**src/rtl/uart_tx_arbiter_if.sv**
```systemverilog
// Requester-side and UART-FIFO-side handshake bundle for uart_tx_arbiter.
// The arbiter connects through the slave modport, the requesters/FIFO side through master.
interface uart_tx_arbiter_if #(
    parameter int unsigned NUM_REQ    = 4,
    parameter int unsigned DATA_WIDTH = 11
);
    localparam int unsigned GW = (NUM_REQ > 1) ? $clog2(NUM_REQ) : 1;

    logic [NUM_REQ-1:0]            req;
    logic [NUM_REQ-1:0]            lock;
    logic [NUM_REQ*DATA_WIDTH-1:0] data;
    logic [NUM_REQ-1:0]            ack;
    logic                          writeReq;
    logic                          writeAck;
    logic [DATA_WIDTH-1:0]         dataIn;
    logic [GW-1:0]                 grant;
    logic                          busy;

    modport slave (
        input  req, lock, data, writeAck,
        output ack, writeReq, dataIn, grant, busy
    );

    modport master (
        output req, lock, data, writeAck,
        input  ack, writeReq, dataIn, grant, busy
    );
endinterface

```
**src/rtl/uart_tx_arbiter.sv**
```systemverilog
// Round-robin arbiter with per-requester lock and lock timeout, sharing the single
// UART transmit-FIFO write port among NUM_REQ requesters.
module uart_tx_arbiter #(
    parameter int unsigned NUM_REQ      = 4,
    parameter int unsigned DATA_WIDTH   = 11,
    parameter int unsigned LOCK_TIMEOUT = 255
) (
    input  logic                    clk,
    input  logic                    rst,
    uart_tx_arbiter_if.slave        bus
);
    localparam int unsigned GW = (NUM_REQ > 1) ? $clog2(NUM_REQ) : 1;
    localparam int unsigned CW = $clog2(LOCK_TIMEOUT + 1);

    typedef enum logic [1:0] {
        S_IDLE  = 2'd0,
        S_GRANT = 2'd1,
        S_HOLD  = 2'd2
    } state_t;

    state_t                  r_state;
    logic [NUM_REQ-1:0]      r_ack;
    logic                    r_write_req;
    logic [DATA_WIDTH-1:0]   r_data_in;
    logic [GW-1:0]           r_grant;
    logic                    r_busy;
    logic [GW-1:0]           r_rr_ptr;
    logic                    r_lock_vld;
    logic [GW-1:0]           r_lock_own;
    logic [CW-1:0]           r_cnt;

    logic                    w_pick_vld;
    logic [GW-1:0]           w_pick_idx;
    logic [GW-1:0]           w_next_ptr;
    logic [DATA_WIDTH-1:0]   w_pick_data;

    assign bus.ack      = r_ack;
    assign bus.writeReq = r_write_req;
    assign bus.dataIn   = r_data_in;
    assign bus.grant    = r_grant;
    assign bus.busy     = r_busy;

    // Winner selection: a live lock pins the port to its owner, otherwise the first
    // requester at or after the round-robin pointer wins (descending scan, nearest last).
    always_comb begin
        w_pick_vld = 1'b0;
        w_pick_idx = '0;
        for (int k = NUM_REQ - 1; k >= 0; k--) begin
            int unsigned slot;
            slot = (int'(r_rr_ptr) + k) % NUM_REQ;
            if (bus.req[GW'(slot)]) begin
                w_pick_vld = 1'b1;
                w_pick_idx = GW'(slot);
            end
        end
        if (r_lock_vld) begin
            w_pick_vld = bus.req[r_lock_own];
            w_pick_idx = r_lock_own;
        end
    end

    always_comb begin
        w_pick_data = '0;
        for (int i = 0; i < NUM_REQ; i++) begin
            if (w_pick_idx == GW'(i)) begin
                w_pick_data = bus.data[i*DATA_WIDTH +: DATA_WIDTH];
            end
        end
    end

    assign w_next_ptr = (w_pick_idx == GW'(NUM_REQ - 1)) ? '0 : w_pick_idx + GW'(1);

    always_ff @(posedge clk or posedge rst) begin
        if (rst) begin
            r_state     <= S_IDLE;
            r_ack       <= '0;
            r_write_req <= 1'b0;
            r_data_in   <= '0;
            r_grant     <= '0;
            r_busy      <= 1'b0;
            r_rr_ptr    <= '0;
            r_lock_vld  <= 1'b0;
            r_lock_own  <= '0;
            r_cnt       <= '0;
        end else begin
            r_ack <= '0;
            case (r_state)
                S_IDLE: begin
                    if (w_pick_vld) begin
                        r_grant     <= w_pick_idx;
                        r_data_in   <= w_pick_data;
                        r_write_req <= 1'b1;
                        r_busy      <= 1'b1;
                        r_rr_ptr    <= w_next_ptr;
                        r_state     <= S_GRANT;
                    end else if (r_lock_vld) begin
                        // Owner idle while holding the lock: age it out after LOCK_TIMEOUT cycles.
                        if (r_cnt == CW'(LOCK_TIMEOUT - 1)) begin
                            r_lock_vld <= 1'b0;
                            r_cnt      <= '0;
                        end else begin
                            r_cnt <= r_cnt + CW'(1);
                        end
                    end
                end
                S_GRANT: begin
                    if (bus.writeAck) begin
                        r_write_req <= 1'b0;
                        r_ack       <= NUM_REQ'(1) << r_grant;
                        r_lock_vld  <= bus.lock[r_grant];
                        r_lock_own  <= r_grant;
                        r_cnt       <= '0;
                        r_state     <= S_HOLD;
                    end
                end
                S_HOLD: begin
                    r_busy  <= 1'b0;
                    r_state <= S_IDLE;
                end
                default: begin
                    r_write_req <= 1'b0;
                    r_busy      <= 1'b0;
                    r_state     <= S_IDLE;
                end
            endcase
        end
    end
endmodule
```
**src/flat_wrapper.sv**
```systemverilog
// flat-port wrapper written by rule: the top's interface ports become plain ports
module uart_tx_arbiter_flat 
#(
    parameter int unsigned NUM_REQ      = 4,
    parameter int unsigned DATA_WIDTH   = 11,
    parameter int unsigned LOCK_TIMEOUT = 255
)
  (clk, rst, bus_req, bus_lock, bus_data, bus_writeAck, bus_ack, bus_writeReq, bus_dataIn, bus_grant, bus_busy);
  uart_tx_arbiter_if #(.NUM_REQ(NUM_REQ), .DATA_WIDTH(DATA_WIDTH)) bus_i ();
  input  logic clk;
  input  logic rst;
  input wire logic [$bits(bus_i.req)-1:0] bus_req;
  input wire logic [$bits(bus_i.lock)-1:0] bus_lock;
  input wire logic [$bits(bus_i.data)-1:0] bus_data;
  input wire logic [$bits(bus_i.writeAck)-1:0] bus_writeAck;
  output wire logic [$bits(bus_i.ack)-1:0] bus_ack;
  output wire logic [$bits(bus_i.writeReq)-1:0] bus_writeReq;
  output wire logic [$bits(bus_i.dataIn)-1:0] bus_dataIn;
  output wire logic [$bits(bus_i.grant)-1:0] bus_grant;
  output wire logic [$bits(bus_i.busy)-1:0] bus_busy;
  assign bus_i.req = bus_req;
  assign bus_i.lock = bus_lock;
  assign bus_i.data = bus_data;
  assign bus_i.writeAck = bus_writeAck;
  assign bus_ack = bus_i.ack;
  assign bus_writeReq = bus_i.writeReq;
  assign bus_dataIn = bus_i.dataIn;
  assign bus_grant = bus_i.grant;
  assign bus_busy = bus_i.busy;
  uart_tx_arbiter #(.NUM_REQ(NUM_REQ), .DATA_WIDTH(DATA_WIDTH), .LOCK_TIMEOUT(LOCK_TIMEOUT)) u_core (.clk(clk), .rst(rst), .bus(bus_i));
endmodule
```
**config.mk**
```make
export PLATFORM = sky130hd
export DESIGN_NAME = uart_tx_arbiter_flat
export DESIGN_NICKNAME = d
export VERILOG_FILES = /design/src/rtl/uart_tx_arbiter_if.sv /design/src/rtl/uart_tx_arbiter.sv /design/src/flat_wrapper.sv
export SDC_FILE = /design/constraint.sdc
export NUM_CORES = 1
export LEC_CHECK = 0
export CAP_MARGIN = 20
export CORE_AREA = 2 2 80 82
export CTS_CLUSTER_SIZE = 28
export DETAILED_ROUTE_END_ITERATION = 8
export DIE_AREA = 0 0 82 84
export GPL_ROUTABILITY_DRIVEN = 0
export HOLD_SLACK_MARGIN = 0.05
export PLACE_DENSITY = 0.64
export SKIP_LAST_GASP = 1
export SYNTH_ARGS = -nofsm -noshare
export SYNTH_HDL_FRONTEND = slang
export SYNTH_SLANG_ARGS = --single-unit
export TNS_END_PERCENT = 20
```
**constraint.sdc**
```tcl
create_clock -name clk -period 2.85 [get_ports clk]
set_input_delay 0.855 -clock clk [delete_from_list [all_inputs] [get_ports clk]]
set_output_delay 0.855 -clock clk [all_outputs]
set_load 0.01 [all_outputs]
```
==> results.toml, run 1 <==
[global_routing]
antenna_found_initial = 0
grtUsageMet3 = 0.0541
grt_use_met2 = 0.273
grt_overflow_total = 0
grt_pass1_wl_um = 8800
busiest_layer = "met2"
grt_max_degree = 35
grt_pass1_vias = 1917
use_met1 = 0.203
grt.total_usage = 0.164

[setup_path]
critPathMaxFanout = 6
cp.arrival_ps = 2920
cp_data_required_time_ps = 3020
worstSetupStartpointType = "input pin"
worst_setup_path_end_kind = "register"
path_class = "input pin to register"

[synthesis]
yosysWarnings = 0
synth_area_mm2 = 0.00207
yosys-top-cells-count = "dfrtp_1, nand2_1, o31ai_1, nor2b_1, a221oi_1"
synth_area_leaders = "dfrtp_1, o31ai_1, mux2_4"
ys_async_sr_fraction = 1.00
yosysMostFrequentCell = "dfrtp_1"
synth_cell_types = 45
synth_top_area_frac = 0.411
ys_seq_area_frac = 0.411
synthFlopType = "dfrtp_1"
synth-edff-count = 0
synth_top_cell_by_area = "dfrtp_1"
ys_ff_latch = 34
synth_fp_nets = 265
synthCells = 204
syn_area_per_cell_um2 = 10.2

[floorplanning]
die_h_um = 84
dieArea_mm2 = 0.00689
die_w_um = 82
std_cell_rows = 29
initial_core_util = 0.340
fp.coreArea_mm2 = 0.00610
io_pins = 74

[layout]
nets = 354
num_antenna_cells = 0
stdcell_count = 370
drive_gt1_frac = 0.167
area_delta_synth_final_pct = 55.5
nFillCells = 567

[clocking]
cts_tree = "done"
clock-sinks = 34
clk_latency_ps = 280
cts_buffers = 5
clk_pin_slew_ps = 70
clockRootBuffer = "clkbuf_8"
htreeDepth = 2
hold_buffers = 0
clock_path_buffers = 2

[placed_design]
portBuffers = 73
place_inst = 358
place_hpwl_um = 3800

[power_and_ir_drop]
ir_worst_vdd_mv = 0.482
p_per_area_mw_per_mm2 = 1050
p_leak_uw = 0.00136

[detailed_routing]
routed_wl_um = 5310
wl_per_cell_um = 14.3
drtIter0Drc = 150
drc = 0
vias = 1939
viasPerCell = 5.24
drt_first_pass_iters = 7
antenna_left = 0

[timing]
rsz0062_at_grt = "no"
fin_crit_sh = 0.965
worst_pin_slew_ps = 473
maxClockFrequency_ghz = 0.364
slew_headroom = 0.677
setup_viol = 0
hold_violations = 0
fin_skew_ps = 8.75
finalMaxSlewViolations = 0
period_needed_ps = 2750
hold_ws_ps = 478

[outcome]
run_status = "finished clean"

[min_path]
hold_class = "register to register"

[flow_run]
drv_cap = 0
==> metal layers <==
metal	part of all wire	up-vias
met5	0	-
met4	0.0075	0
met3	0.067	7
met2	0.52	66
met1	0.41	927
li1	-	939
==> metrics by stage <==
step	power, uW	setup TNS (ps)	worst slack [ps]	utilization	instance area (um2)
finish	3380	0	101	0.528	3220
global route	3640	0	15.6	0.528	3220
CTS	3280	0	29.0	0.519	3160
detailed placement	2740	-8160	-799	0.490	2990
global placement	2700	-7260	-677	0.490	2990
floorplan	2050	0	7.56	-	2080
==> power breakdown <==
part           internal (uW)  switching, uW  total (uW)
Combinational           1280            945        2220
Sequential               664            168         832
Clock                    168            157         325
==> placed cells by master, fill, tap and decap left out, types with 3 or more instances in the layout <==
cell	synthesis	layout
nand2_1	24	24
mux2_4	7	7
clkdlybuf4s50_1	0	69
o21ai_0	3	3
a221oi_2	1	7
clkbuf_8	0	5
nand2b_1	5	4
ha_1	6	4
o31ai_1	16	16
a221oi_1	11	4
o21ai_1	4	4
nor2b_1	15	14
mux2_1	7	7
a211oi_1	5	4
a21o_1	4	4
nor2_1	6	6
nor3_1	3	3
nand3_1	4	4
buf_4	0	12
inv_1	10	10
and3_1	4	4
buf_12	1	3
dfrtp_1	34	34
==> flip-flops by register name, summed over array words and instances (netlist names) <==
register / cells
u_core.bus.dataIn: 11
u_core.r_lock_vld: 1
u_core.r_rr_ptr: 2
u_core.r_cnt: 8
u_core.bus.grant: 2
u_core.r_state: 2
u_core.bus.writeReq: 1
u_core.r_lock_own: 2
u_core.bus.ack: 4
u_core.bus.busy: 1
==> kinds of logic after synthesis <==
logic type / count (synthesis) / share of synthesized area
adder cells (fa/ha/maj): 6 / 0.0363
AND/OR/NAND/NOR: 69 / 0.173
flip-flops: 34 / 0.411
buffers and inverters: 19 / 0.0459
multiplexers: 18 / 0.115
AO/OA/AOI/OAI: 58 / 0.219
==> area by class of cell <==
cell class | count | area, um2 | share of cell area
multi-input combinational | 152 | 1240 | 0.386
timing repair buffer | 90 | 916 | 0.284
sequential | 34 | 851 | 0.264
tap | 77 | 96.3 | 0.0299
clock buffer | 7 | 76.3 | 0.0237
inverter | 10 | 37.5 | 0.0117
==> path summary, 6_finish.rpt <==
kind / cells past startpoint / to / slack, ps / start
worst min register to register: 1 / u_core.bus.busy / 480 / u_core.bus.busy
min in group asynchronous: 3 / u_core.bus.writeReq / 970 / rst
worst max-delay path: 9 / u_core.bus.dataIn[0] / 100 / bus_req[3]
worst max register to register: 8 / u_core.bus.dataIn[0] / 350 / u_core.r_rr_ptr[1]
max in group asynchronous: 3 / u_core.r_lock_vld / 1570 / rst
worst min-delay path: 1 / u_core.bus.busy / 480 / u_core.bus.busy
==> worst max-delay path: stages <==
cell	delay [ps]
dlygate4sd2_1	230
nor2_1	60
a2111o_1	390
a31o_4	270
ha_4	190
bufbuf_16	280
a221oi_4	240
o31ai_1	100
mux2_1	300
==> repair_timing <==
item,in CTS,in global routing
endpoints found under the setup margin,11,11
pin swaps,3,4
buffers inserted,2,1
hold endpoints to repair,0,0
resized for setup,15,11
cloned,1,1
No activity file was read; power rests on OpenSTA's default activity.
==> run 2: changes to the inputs <==
--- a/config.mk
+++ b/config.mk
@@ -6,13 +6,14 @@
 export NUM_CORES = 1
 export LEC_CHECK = 0
 export CAP_MARGIN = 20
-export CORE_AREA = 2 2 80 82
+export CORE_AREA = 2 2 64 66
 export CTS_CLUSTER_SIZE = 28
 export DETAILED_ROUTE_END_ITERATION = 8
-export DIE_AREA = 0 0 82 84
+export DIE_AREA = 0 0 66 68
+export DONT_BUFFER_PORTS = 1
 export GPL_ROUTABILITY_DRIVEN = 0
 export HOLD_SLACK_MARGIN = 0.05
-export PLACE_DENSITY = 0.64
+export PLACE_DENSITY = 0.7
 export SKIP_LAST_GASP = 1
 export SYNTH_ARGS = -nofsm -noshare
 export SYNTH_HDL_FRONTEND = slang
==> run 2 against run 1 <==
  * Final cell count decreased by 30%
  * Clock power increased by 37%
  * Critical path depth unchanged
  * Via count decreased by 15%
  * Sequential power increased by 8.9%
  * Register-to-register slack improved by 40 ps
  * Largest power group unchanged
  * Combinational power decreased by 35%
  * Utilization increased by 6.2 points
  * Global-route usage increased by 5.3 points
  * Clock skew decreased by 1.4 ps
==> results.toml, run 2 (synthesis gave the netlist of run 1 again) <==
[outcome]
run_status = "finished clean"

[detailed_routing]
viasPerCell = 6.33
routed_wl_um = 4490
drtIter0Drc = 89
drc = 0
drt_first_pass_iters = 7
vias = 1646
wl_per_cell_um = 17.3
antenna_left = 0

[floorplanning]
initial_core_util = 0.537
std_cell_rows = 23
fp.coreArea_mm2 = 0.00386
dieArea_mm2 = 0.00449
io_pins = 74
die_h_um = 68
die_w_um = 66

[timing]
finalMaxSlewViolations = 0
worst_pin_slew_ps = 668
fin_skew_ps = 7.37
period_needed_ps = 2570
hold_violations = 0
slew_headroom = 0.555
rsz0062_at_grt = "no"
maxClockFrequency_ghz = 0.390
setup_viol = 0
fin_crit_sh = 0.900

[clocking]
clock-sinks = 34
clockRootBuffer = "clkbuf_8"
cts_resized = 0
htreeDepth = 2
clock_path_buffers = 2
postCtsSetupBuffers = 0
cts_tree = "done"
clk_latency_ps = 300
clk_pin_slew_ps = 80
cts_buffers = 5
hold_buffers = 0

[setup_path]
critPathMaxFanout = 10
path_class = "input pin to register"
worstSetupStartpointType = "input pin"
r2r_start = "u_core.r_rr_ptr[1]"
cp_data_required_time_ps = 3040
r2r_setup_slack_ps = 390
r2r_end = "u_core.bus.dataIn[2]"
cp.arrival_ps = 2750
r2r_cells = 8
worst_setup_path_end_kind = "register"

[global_routing]
grt_overflow_total = 0
antenna_found_initial = 0
grt.total_usage = 0.217
grt_max_degree = 35
grt_pass1_vias = 1564
grt_pass1_wl_um = 7220

[placed_design]
portBuffers = 0
placed_cell_area_mm2 = 0.00216
place_hpwl_um = 3340

[layout]
drive_gt1_frac = 0.129
multiInputGateArea_mm2 = 0.00114
largest_reg_flops = 11
final_common_cell = "dfrtp_1"
final_cell_mix = "dfrtp_1, nand2_1, o31ai_1"
nFillCells = 336
num_antenna_cells = 0
area_delta_synth_final_pct = 9.91
regArea_um2 = 851
nets = 270
fin_area_mm2 = 0.00228

[min_path]
hold_class = "register to register"
hold-path-cell-count = 2
min_to = "u_core.r_lock_own[1]"
min_from = "u_core.r_lock_own[1]"

[flow_run]
drv_cap = 0

[power_and_ir_drop]
p_per_area_mw_per_mm2 = 1230
ir_worst_vdd_mv = 0.770
power.total_uw = 2800
p_leak_uw = 0.000991
run 2: changes by cell type in the layout (fill, tap and decap cells not counted), moves of 2 or more:
cell,delta
clkinv_2,+2
buf_4,-7
a221oi_1,+7
a221oi_2,-6
dlygate4sd2_1,-2
clkbuf_1,-2
clkdlybuf4s50_1,-69
clkbuf_2,-2
ha_1,+2
run 2: worst max-delay path by stage:
stage / from / end / slack, ps / depth (start not counted)
after global routing: bus_req[0] / u_core.bus.dataIn[4] / 180 / 8
after detailed placement: bus_req[0] / u_core.bus.dataIn[4] / -230 / 8
after floorplan: bus_req[2] / u_core.bus.dataIn[0] / 8 / 10
final: bus_req[2] / u_core.bus.dataIn[2] / 280 / 9
after global placement: bus_req[0] / u_core.bus.dataIn[2] / -100 / 8
after CTS: bus_req[0] / u_core.bus.dataIn[4] / 70 / 8
run 2: layout make-up:
cell class              instances  area share
clock buffers                   5      0.0302
clock inverters                 3      0.0176
inverters                      10      0.0165
multi-input cells             151       0.500
flip-flops and latches         34       0.374
well taps                      50      0.0275
repair buffers                  7      0.0341
run 2: stage by stage:
| stage | util | setup WS (ps) | instances | hold slack (ps) | TNS [ps] |
|---|---|---|---|---|---|
| after CTS | 0.590 | 74.4 | 260 | 517 | 0 |
| after global placement | 0.561 | -101 | 252 | 482 | -854 |
| after floorplan | - | 7.56 | 204 | 453 | 0 |
| final | 0.590 | 284 | 260 | 524 | 0 |
| after detailed placement | 0.561 | -230 | 252 | 488 | -1580 |
| after global routing | 0.590 | 179 | 260 | 540 | 0 |
run 2: power by group:
group | total (uW) | switching (uW) | internal (uW)
sequential | 906 | 243 | 663
clock | 444 | 186 | 257
combinational | 1450 | 685 | 766
total | 2800 | 1110 | 1690
run 2: critical path: stages:
cell and delay, ps:
nor2b_1 130, o21a_1 210, o41ai_4 310, inv_1 120, ha_1 220, nor2b_2 210
a221oi_1 300, o31ai_1 100, mux2_1 290
run 2: per-layer routing:
metal	vias to the layer above	global-route usage	part of all wire
met5	-	0	0
met4	0	0.0995	0.024
met3	12	0.0740	0.083
met2	77	0.369	0.49
met1	786	0.248	0.40
li1	771	-	-
==> run 3: changes to the inputs <==
--- a/config.mk
+++ b/config.mk
@@ -7,6 +7,7 @@
 export LEC_CHECK = 0
 export CAP_MARGIN = 20
 export CORE_AREA = 2 2 64 66
+export CTS_BUF_LIST = sky130_fd_sc_hd__clkbuf_4 sky130_fd_sc_hd__clkbuf_8
 export CTS_CLUSTER_SIZE = 28
 export DETAILED_ROUTE_END_ITERATION = 8
 export DIE_AREA = 0 0 66 68
@@ -18,4 +19,4 @@
 export SYNTH_ARGS = -nofsm -noshare
 export SYNTH_HDL_FRONTEND = slang
 export SYNTH_SLANG_ARGS = --single-unit
-export TNS_END_PERCENT = 20
+export TNS_END_PERCENT = 5
==> results of run 3 <==
Final layout, timing and power as in run 2 (identical DEF).
